==> config.mk <==
export PLATFORM = sky130hd
export DESIGN_NAME = mips_multicycle_control
export DESIGN_NICKNAME = d
export VERILOG_FILES = /design/src/rtl/mips_pkg.sv /design/src/rtl/mips_multicycle_control_alu_decoder.sv /design/src/rtl/mips_multicycle_control.sv
export SDC_FILE = /design/constraint.sdc
export NUM_CORES = 1
export LEC_CHECK = 0
export ABC_CLOCK_PERIOD_IN_PS = 1500
export BUFFER_PORTS_ARGS = -buffer_cell sky130_fd_sc_hd__buf_2
export CAP_MARGIN = 20
export CELL_PAD_IN_SITES_DETAIL_PLACEMENT = 1
export CELL_PAD_IN_SITES_GLOBAL_PLACEMENT = 2
export CORE_ASPECT_RATIO = 0.7
export CORE_MARGIN = 3
export CORE_UTILIZATION = 21
export CTS_CLUSTER_SIZE = 12
export DETAILED_ROUTE_END_ITERATION = 8
export MAX_ROUTING_LAYER = met4
export PLACE_DENSITY = 0.74
export SYNTH_ARGS = -nofsm -noshare
export SYNTH_HDL_FRONTEND = slang
export SYNTH_SLANG_ARGS = --single-unit
==> constraint.sdc <==
create_clock -name clk -period 1.5 [get_ports clk]
set_input_delay 0 -clock clk [delete_from_list [all_inputs] [get_ports clk]]
set_output_delay 0 -clock clk [all_outputs]
set_load 0.05 [all_outputs]
==> src/rtl/mips_pkg.sv <==
// Shared constants and state encoding for the multicycle MIPS control unit.
// MC_CTRL_EXT_OPS_EN adds the addi/j opcodes and their states.
package mips_pkg;

   localparam logic [2:0] ALU_AND = 3'b000;
   localparam logic [2:0] ALU_OR  = 3'b001;
   localparam logic [2:0] ALU_ADD = 3'b010;
   localparam logic [2:0] ALU_SLL = 3'b100;
   localparam logic [2:0] ALU_SUB = 3'b110;
   localparam logic [2:0] ALU_SLT = 3'b111;

   localparam logic [5:0] OP_RTYPE = 6'b000000;
   localparam logic [5:0] OP_LW    = 6'b100011;
   localparam logic [5:0] OP_SW    = 6'b101011;
   localparam logic [5:0] OP_BEQ   = 6'b000100;
`ifdef MC_CTRL_EXT_OPS_EN
   localparam logic [5:0] OP_ADDI  = 6'b001000;
   localparam logic [5:0] OP_J     = 6'b000010;
`endif

   localparam logic [5:0] FUNCT_ADD = 6'b100000;
   localparam logic [5:0] FUNCT_SUB = 6'b100010;
   localparam logic [5:0] FUNCT_AND = 6'b100100;
   localparam logic [5:0] FUNCT_OR  = 6'b100101;
   localparam logic [5:0] FUNCT_SLT = 6'b101010;
   localparam logic [5:0] FUNCT_SLL = 6'b000000;

   localparam logic [1:0] SRCB_B     = 2'b00;
   localparam logic [1:0] SRCB_FOUR  = 2'b01;
   localparam logic [1:0] SRCB_IMM   = 2'b10;
   localparam logic [1:0] SRCB_IMMSH = 2'b11;

   localparam logic [1:0] PC_ALU    = 2'b00;
   localparam logic [1:0] PC_ALUOUT = 2'b01;
`ifdef MC_CTRL_EXT_OPS_EN
   localparam logic [1:0] PC_JUMP   = 2'b10;
`endif

   typedef enum logic [3:0] {
      RSTW,
      FETCH,
      DECODE,
      MEMADR,
      MEMRD,
      MEMWB,
      MEMWR,
      EXEC,
      ALUWB,
      BRANCH
`ifdef MC_CTRL_EXT_OPS_EN
      ,
      ADDIEX,
      ADDIWB,
      JUMP
`endif
   } state_t;

endpackage

==> src/rtl/mips_multicycle_control_alu_decoder.sv <==
// Combinational R-type funct decoder: maps funct to the ALU control code
// and flags unsupported functs.
module alu_decoder
   import mips_pkg::*;
(
   input  logic [5:0] funct,
   output logic [2:0] aluControl,
   output logic       valid
);

   always_comb begin
      aluControl = ALU_ADD;
      valid      = 1'b1;
      case (funct)
         FUNCT_ADD: aluControl = ALU_ADD;
         FUNCT_SUB: aluControl = ALU_SUB;
         FUNCT_AND: aluControl = ALU_AND;
         FUNCT_OR:  aluControl = ALU_OR;
         FUNCT_SLT: aluControl = ALU_SLT;
         FUNCT_SLL: aluControl = ALU_SLL;
         default:   valid      = 1'b0;
      endcase
   end

endmodule

==> src/rtl/mips_multicycle_control.sv <==
// Multicycle MIPS control FSM (Moore, with IRWrite/PCEn gated by MemReady/Zero).
// Define MC_CTRL_EXT_OPS_EN to support addi and j.
module mips_multicycle_control
   import mips_pkg::*;
(
   input  logic       clk,
   input  logic       rst_n,
   input  logic [5:0] Op,
   input  logic [5:0] Funct,
   input  logic       Zero,
   input  logic       MemReady,
   output logic       IorD,
   output logic       MemRead,
   output logic       MemWrite,
   output logic       IRWrite,
   output logic       RegDst,
   output logic       MemtoReg,
   output logic       RegWrite,
   output logic       ALUSrcA,
   output logic       PCEn,
   output logic [1:0] ALUSrcB,
   output logic [1:0] PCSrc,
   output logic [2:0] ALUControl,
   output logic       Illegal
);

   state_t     state;
   state_t     nextState;
   logic       setIllegal;
   logic [2:0] decControl;
   logic       decValid;

   alu_decoder uAluDecoder (
      .funct      (Funct),
      .aluControl (decControl),
      .valid      (decValid)
   );

   // State register; reset parks the FSM in RSTW from any state.
   always_ff @(posedge clk or negedge rst_n) begin
      if (!rst_n) begin
         state <= RSTW;
      end else begin
         state <= nextState;
      end
   end

   // Illegal is sticky: only reset clears it.
   always_ff @(posedge clk or negedge rst_n) begin
      if (!rst_n) begin
         Illegal <= 1'b0;
      end else if (setIllegal) begin
         Illegal <= 1'b1;
      end
   end

   // Next-state and output decode from the current state.
   always_comb begin
      nextState  = state;
      setIllegal = 1'b0;
      IorD       = 1'b0;
      MemRead    = 1'b0;
      MemWrite   = 1'b0;
      IRWrite    = 1'b0;
      RegDst     = 1'b0;
      MemtoReg   = 1'b0;
      RegWrite   = 1'b0;
      ALUSrcA    = 1'b0;
      PCEn       = 1'b0;
      ALUSrcB    = SRCB_B;
      PCSrc      = PC_ALU;
      ALUControl = ALU_ADD;
      case (state)
         RSTW: nextState = FETCH;
         FETCH: begin
            MemRead = 1'b1;
            ALUSrcB = SRCB_FOUR;
            IRWrite = MemReady;
            PCEn    = MemReady;
            if (MemReady) nextState = DECODE;
         end
         DECODE: begin
            ALUSrcB = SRCB_IMMSH;
            case (Op)
               OP_RTYPE:     nextState = EXEC;
               OP_LW, OP_SW: nextState = MEMADR;
               OP_BEQ:       nextState = BRANCH;
`ifdef MC_CTRL_EXT_OPS_EN
               OP_ADDI:      nextState = ADDIEX;
               OP_J:         nextState = JUMP;
`endif
               default: begin
                  setIllegal = 1'b1;
                  nextState  = FETCH;
               end
            endcase
         end
         MEMADR: begin
            ALUSrcA   = 1'b1;
            ALUSrcB   = SRCB_IMM;
            nextState = (Op == OP_SW) ? MEMWR : MEMRD;
         end
         MEMRD: begin
            IorD    = 1'b1;
            MemRead = 1'b1;
            if (MemReady) nextState = MEMWB;
         end
         MEMWB: begin
            RegWrite  = 1'b1;
            MemtoReg  = 1'b1;
            nextState = FETCH;
         end
         MEMWR: begin
            IorD     = 1'b1;
            MemWrite = 1'b1;
            if (MemReady) nextState = FETCH;
         end
         EXEC: begin
            ALUSrcA    = 1'b1;
            ALUControl = decControl;
            if (decValid) begin
               nextState = ALUWB;
            end else begin
               setIllegal = 1'b1;
               nextState  = FETCH;
            end
         end
         ALUWB: begin
            RegWrite  = 1'b1;
            RegDst    = 1'b1;
            nextState = FETCH;
         end
         BRANCH: begin
            ALUSrcA    = 1'b1;
            ALUControl = ALU_SUB;
            PCSrc      = PC_ALUOUT;
            PCEn       = Zero;
            nextState  = FETCH;
         end
`ifdef MC_CTRL_EXT_OPS_EN
         ADDIEX: begin
            ALUSrcA   = 1'b1;
            ALUSrcB   = SRCB_IMM;
            nextState = ADDIWB;
         end
         ADDIWB: begin
            RegWrite  = 1'b1;
            nextState = FETCH;
         end
         JUMP: begin
            PCSrc     = PC_JUMP;
            PCEn      = 1'b1;
            nextState = FETCH;
         end
`endif
         default: nextState = RSTW;
      endcase
   end

endmodule

==> results of run 1 <==
metrics by stage:
stage          instances    util  cell area, um2  worst slack (ns)
6_report             156  0.3835           985.9          -0.01761
5_1_grt              156  0.3835           985.9          -0.07755
4_1_cts              156  0.3689           948.4          -0.05024
3_5_place_dp         150  0.3333           857.1           0.07053
3_3_place_gp         150  0.3333           857.1            0.1405
2_1_floorplan         81       -           623.1           -0.2096
where the power goes:
part | switching (uW) | internal [uW] | leakage, uW | total, uW
sequential | 63.0 | 179 | 0.0000567 | 242
clock | 64.6 | 182 | 0.0000228 | 247
combinational | 842 | 429 | 0.000370 | 1270
cells by family (layout without fill, tap and decap cells):
family | after synthesis | after routing | synth area share
and+or+nand+nor | 38 | 38 | 0.3665
AOI/OAI and AO/OA | 26 | 26 | 0.2818
buffers and inverters | 7 | 48 | 0.06568
DFF | 5 | 5 | 0.2119
xor gates and xnor gates | 2 | 2 | 0.02967
muxes | 2 | 2 | 0.03813
other | 1 | 1 | 0.006350
layer usage:
layer	share of wire	up-vias
met5	0	-
met4	0.0072	0
met3	0.028	2
met2	0.44	14
met1	0.53	360
li1	-	380
Yosys cell counts (2+ instances only):
| library cell | instances |
|---|---|
| inv_1 | 2 |
| nand2b_1 | 2 |
| nand2_1 | 4 |
| a21oi_1 | 7 |
| and3_1 | 4 |
| o21ai_0 | 8 |
| dfrtp_1 | 5 |
| and2_1 | 3 |
| xnor2_1 | 2 |
| nor2_1 | 11 |
| nor3_1 | 3 |
| clkbuf_1 | 2 |
| mux2_2 | 2 |
| nand3_1 | 4 |
sequential cells by signal (all words and copies together), names as in the netlist:
register  cells
Illegal       1
state         4
layout make-up:
class,count,share of cell area
Clock buffer,4,0.04569
Inverter,2,0.007614
Multi-Input combinational cell,69,0.4911
Sequential cell,5,0.1307
Tap cell,34,0.04315
Timing Repair Buffer,42,0.2817
what timing repair did:
item | CTS | global route
hold buffers | 1 | 0
setup buffers | 1 | 0
pin swaps | 3 | 4
endpoints found under the hold margin | 5 | 0
resized for setup | 11 | 15
endpoints found under the setup margin | 7 | 12
worst max-delay path, delay by kind of cell, from the launching register on:
family / cells / cell delay, ns
and+or+nand+nor: 2 / 0.54
DFF: 1 / 0.41
buffers and inverters: 2 / 0.21
AOI/OAI and AO/OA: 1 / 0.14
final timing paths:
path | to | slack [ns] | cells after the start
max | PCEn | -0.02 | 5
min | Illegal | 0.12 | 2
max reg2reg | state[1] | 0.08 | 5
min reg2reg | Illegal | 0.51 | 2
max in group asynchronous | state[2] | 1.24 | 2
min in group clk | state[3] | 0.14 | 3
==> qor.yml, run 1 <==
status:
  status: "finished, violations left"
  violations: "negative setup slack"
synth:
  async_flop_share: 1.000
  ys_ff_latch: 5
  synth.distinct_cells: 36
  synth_top_area_share: 0.2119
  syn_area_um2: 590.6
  syn_area_per_cell_um2: 7.291
  synthTopCellsByArea: "dfrtp_1 21%, nor2_1 7.0%, o21ai_0 6.8%"
  synth_nets: 97
  synth_warnings: 0
  synth_edf_count: 0
  yosysSeqAreaShare: 0.2119
  synth_flop_cell: "dfrtp_1"
  synth_cells: 81
  synth_largest_area_cell: "dfrtp_1"
worst_setup_path:
  max_stage_delay_ns: 0.41
  path_cells: "inv_2 -> or3_4 -> nor2_4 -> a21o_1 -> buf_6"
  worstReg2RegStart: "state[3]"
  critical_path_class: "reg2out"
  startpoint_type: "register"
  worst_ep_required_time_ns: 1.50
  crit_start: "state[3]"
  endpoint_kind: "primary output"
  worst-path-max-fanout: 4
  cp.arrival_ns: 1.52
  slowest_stage: "dfrtp_1"
timing:
  fin_ws_ns: -0.01761
  finalSetupViolCount: 1
  period_needed_ns: 1.518
  max_freq_ghz: 0.6589
  hold_viol_final: 0
  rsz0062_at_grt: "yes"
  fin_skew_ns: 0.0001467
  period_share: 1.012
  timing.hold.ws_ns: 0.1170
  drv_slew: 0
  tns_ns: -0.01761
grt:
  busiest_layer: "met2"
  met1_usage: 0.1813
  use_met3: 0.01000
  globalRouteOverflowTotal: 0
  track_usage: 0.1285
  grt_max_degree: 9
  antenna_found_initial: 0
  grt_pass1_wl_mm: 3.546
  first_global_vias: 716
  gr-usage-met2: 0.1915
drt:
  wl_per_cell_um: 14.16
  drc_errors: 0
  ant_nets: 0
  drtIter0Drc: 39
  dr.pass1.iters: 4
  routed_wl_mm: 2.209
  routed_via_density: 4.846
  num_vias: 756
cts:
  tritoncts: "done"
  clockBufferDepth: 2
  cts_root_buffer: "clkbuf_8"
  htree_levels: 1
  clk_pin_slew_ns: 0.03
  cts_made_buffers: 3
  worstSkewPairLatency_ns: 0.22
  cts_sinks: 5
power_and_ir_drop:
  power.leakage_uw: 0.0004497
  vdd_drop_max_mv: 0.7034
  finalPower_uw: 1760
  powerDensity_mw_per_mm2: 1785
layout:
  final_common_cell: "buf_2"
  mostFrequentLayoutCells: "22 x buf_2, 15 x buf_4, 8 x o21ai_0"
  fill_cells: 326
  diodes: 0
  multi_input_area_um2: 484.2
  drive_gt1_frac: 0.5246
  areaGrowthSynthToFinish_pct: 66.95
  final-seq-area_um2: 128.9
  final_nets: 139
die:
  io_pins: 33
  start_util: 0.2297
  core_area_mm2: 0.002571
  chipWidth_um: 69.39
  fp-row-count: 15
  dieArea_mm2: 0.003495
  die_h_um: 50.37
placed_design:
  gp_congestion: 0.8317
  io_buffers: 31
  place_hpwl_mm: 1.814
hold_path:
  hold_path_class: "in2async"
flow_run:
  maxCapViolations: 0
Power figures use the tool's default switching activity.
==> inputs of run 2 (changes only) <==
- GPL_TIMING_DRIVEN: not set -> 0
- PLACE_DENSITY: 0.74 -> 0.75
- SYNTH_HIERARCHICAL: not set -> 1
==> run 2 against run 1 <==
  * The flow now finishes without violations
  * Critical path depth did not move
  * Global-route usage is 0.84 points lower
  * Via count fell by 4.5%
  * Combinational power shrank 16%
  * Cell area shrank 11%
  * Synthesized cell count rose by 2.5%
  * Non-clock buffer count fell by 5
==> qor.yml, run 2 <==
worst_setup_path:
  cp.arrival_ns: 1.48  # -0.04 ns
  worst-path-max-fanout: 10  # +6
  reg2regPathDepth: 3  # -2
  timing.rr.end: "state[3]"
  startpoint_type: "register"
  endpoint_kind: "primary output"
  worstReg2RegStart: "state[0]"
  critical_path_class: "reg2out"
  r2r_setup_slack_ns: 0.09  # about the same
  worst_ep_required_time_ns: 1.50  # about the same
placed_design:
  dpl_worst_slack_ns: 0.1043  # +0.03375 ns
  gp_congestion: 0.7535  # -9.4%
  place_hpwl_mm: 1.616  # -11%
  io_buffers: 31  # unchanged
cts:
  htree_levels: 1  # unchanged
  clk_pin_slew_ns: 0.03  # about the same
  cts_made_buffers: 3  # unchanged
  cts_root_buffer: "clkbuf_8"
  cts_sinks: 5  # unchanged
  worstSkewPairLatency_ns: 0.22  # about the same
  clockBufferDepth: 2  # unchanged
  tritoncts: "done"
hold_path:
  hold_start: "Op[4]"
  hold_end: "state[3]"
  min_delay_path_depth: 2
  hold_path_class: "in2reg"
timing:
  period_needed_ns: 1.483  # -0.03493 ns
  hold_viol_final: 0  # unchanged
  finalSetupViolCount: 0  # -1
  fin_skew_ns: 0.001538  # +0.001391 ns
  period_share: 0.9884  # -0.02329
  timing.hold.ws_ns: 0.02586  # -0.09115 ns
  drv_slew: 0  # unchanged
  rsz0062_at_grt: "yes"
  fin_ws_ns: 0.01733  # +0.03493 ns
  tns_ns: 0  # +0.01761 ns
  max_freq_ghz: 0.6745  # +2.4%
layout:
  areaGrowthSynthToFinish_pct: 49.79
  regMostFlops: "state"
  final_nets: 136  # -2.2%
  final_common_cell: "buf_2"
  diodes: 0  # unchanged
  largest_register_ffs: 4  # unchanged
  top_regs: "state (4), Illegal (1)"
  drive_gt1_frac: 0.4202  # -0.1044
  mostFrequentLayoutCells: "25 x buf_2, 9 x nor2_1, 8 x a21oi_1"
grt:
  track_usage: 0.1200  # -0.008429
  gr-usage-met2: 0.1835  # -0.007911
  first_global_vias: 679  # -5.2%
  antenna_found_initial: 0  # unchanged
  globalRouteOverflowTotal: 0  # unchanged
  use_met3: 0.04400  # +0.03400
  grt_max_degree: 11  # +2
  met1_usage: 0.1622  # -0.01904
  grt_pass1_wl_mm: 3.249  # -8.4%
  busiest_layer: "met2"
power_and_ir_drop:
  powerDensity_mw_per_mm2: 1738  # -2.6%
  vdd_drop_max_mv: 0.6368  # -9.5%
  finalPower_uw: 1525  # -13%
  power.leakage_uw: 0.0003917  # -13%
die:
  fp-row-count: 15  # unchanged
  io_pins: 33  # unchanged
  start_util: 0.2294  # -0.0002716
  core_area_mm2: 0.002552  # -0.73%
  chipWidth_um: 69.12  # -0.39%
  die_h_um: 50.18  # -0.38%
  dieArea_mm2: 0.003468  # -0.76%
synth:
  synth_edf_count: 0  # unchanged
  synth.distinct_cells: 38  # +5.6%
  synthTopCellsByArea: "dfrtp_1 21%, a21oi_1 6.8%, nor2_1 5.8%"
  synth_largest_area_cell: "dfrtp_1"
  ys_ff_latch: 5  # unchanged
  yosysSeqAreaShare: 0.2137  # +0.001811
  synth_common_cells: "9 x nor2_1, 8 x a21oi_1, 6 x nand2_1"
  synth_flop_cell: "dfrtp_1"
  syn_area_um2: 585.6  # -0.85%
  async_flop_share: 1.000  # unchanged
  syn_area_per_cell_um2: 7.055  # -3.2%
  synth_nets: 99  # +2.1%
  synth_warnings: 6  # +6
  synth_top_area_share: 0.2137  # +0.001811
  synth_cells: 83  # +2.5%
  yosysMostFrequentCell: "nor2_1"
flow_run:
  maxCapViolations: 0  # unchanged
drt:
  routed_via_density: 4.719  # -2.6%
  wl_per_cell_um: 12.95  # -8.5%
  num_vias: 722  # -4.5%
  routed_wl_mm: 1.982  # -10%
  drtIter0Drc: 45  # +15%
  drc_errors: 0  # unchanged
  dr.pass1.iters: 4  # unchanged
  ant_nets: 0  # unchanged
status:
  status: "complete, no violations"
[run 2: repair_timing]
item / CTS / global route
endpoints found under the setup margin: 5 / 9
resized for setup: 3 / 14
hold endpoints to repair: 5 / 0
pin swaps: 0 / 0
hold buffers: 1 / 0
buffers inserted: 0 / 0
[run 2: critical path: stages (launching register included)]
cell and delay (ns):
dfrtp_1 0.37, buf_4 0.17, inv_2 0.08, nand2_1 0.13, a211oi_1 0.27, buf_4 0.25
[run 2: worst max-delay path by stage]
stage / from / endpoint / cells past startpoint
after global placement: state[0] / state[3] / 3
after global routing: state[1] / ALUSrcB[0] / 5
final: state[1] / ALUSrcB[0] / 5
after CTS: state[1] / ALUSrcA / 6
after floorplan: state[1] / ALUSrcB[0] / 4
after detailed placement: state[0] / state[3] / 3
[run 2: per-stage QoR]
step / instance area (um2) / instances / utilization
after floorplan: 595.6 / 83 / -
after global placement: 793.3 / 148 / 0.3108
after detailed placement: 793.3 / 148 / 0.3108
after CTS: 854.6 / 153 / 0.3348
after global routing: 877.1 / 153 / 0.3436
final: 877.1 / 153 / 0.3436
[run 2: area by class of cell]
type                            count  area, um2
Tap cell                           34      42.54
Timing Repair Buffer               32      188.9
Inverter                            4      15.01
Clock buffer                        4      45.04
Sequential cell                     5      125.1
Fill cell                         348       1675
Multi-Input combinational cell     69      427.9
Buffer                              5      32.53
[run 2: per-layer routing]
metal,share of wire,vias to the layer above
li1,-,373
met1,0.49,335
met2,0.46,14
met3,0.047,0
met4,0,0
met5,0,-
[run 2: logic make-up after synthesis]
group,Yosys count,share of synthesized area
xor gates and xnor gates,1,0.01496
DFF,5,0.2137
other,1,0.006404
buffers and inverters,9,0.07477
and+or+nand+nor,43,0.4060
AOI/OAI and AO/OA,24,0.2842
[run 2: where the power goes]
group | internal, uW | switching [uW] | total (uW)
clock network | 182 | 66.5 | 249
logic | 320 | 747 | 1070
registers | 171 | 37.2 | 208
total | 674 | 851 | 1520
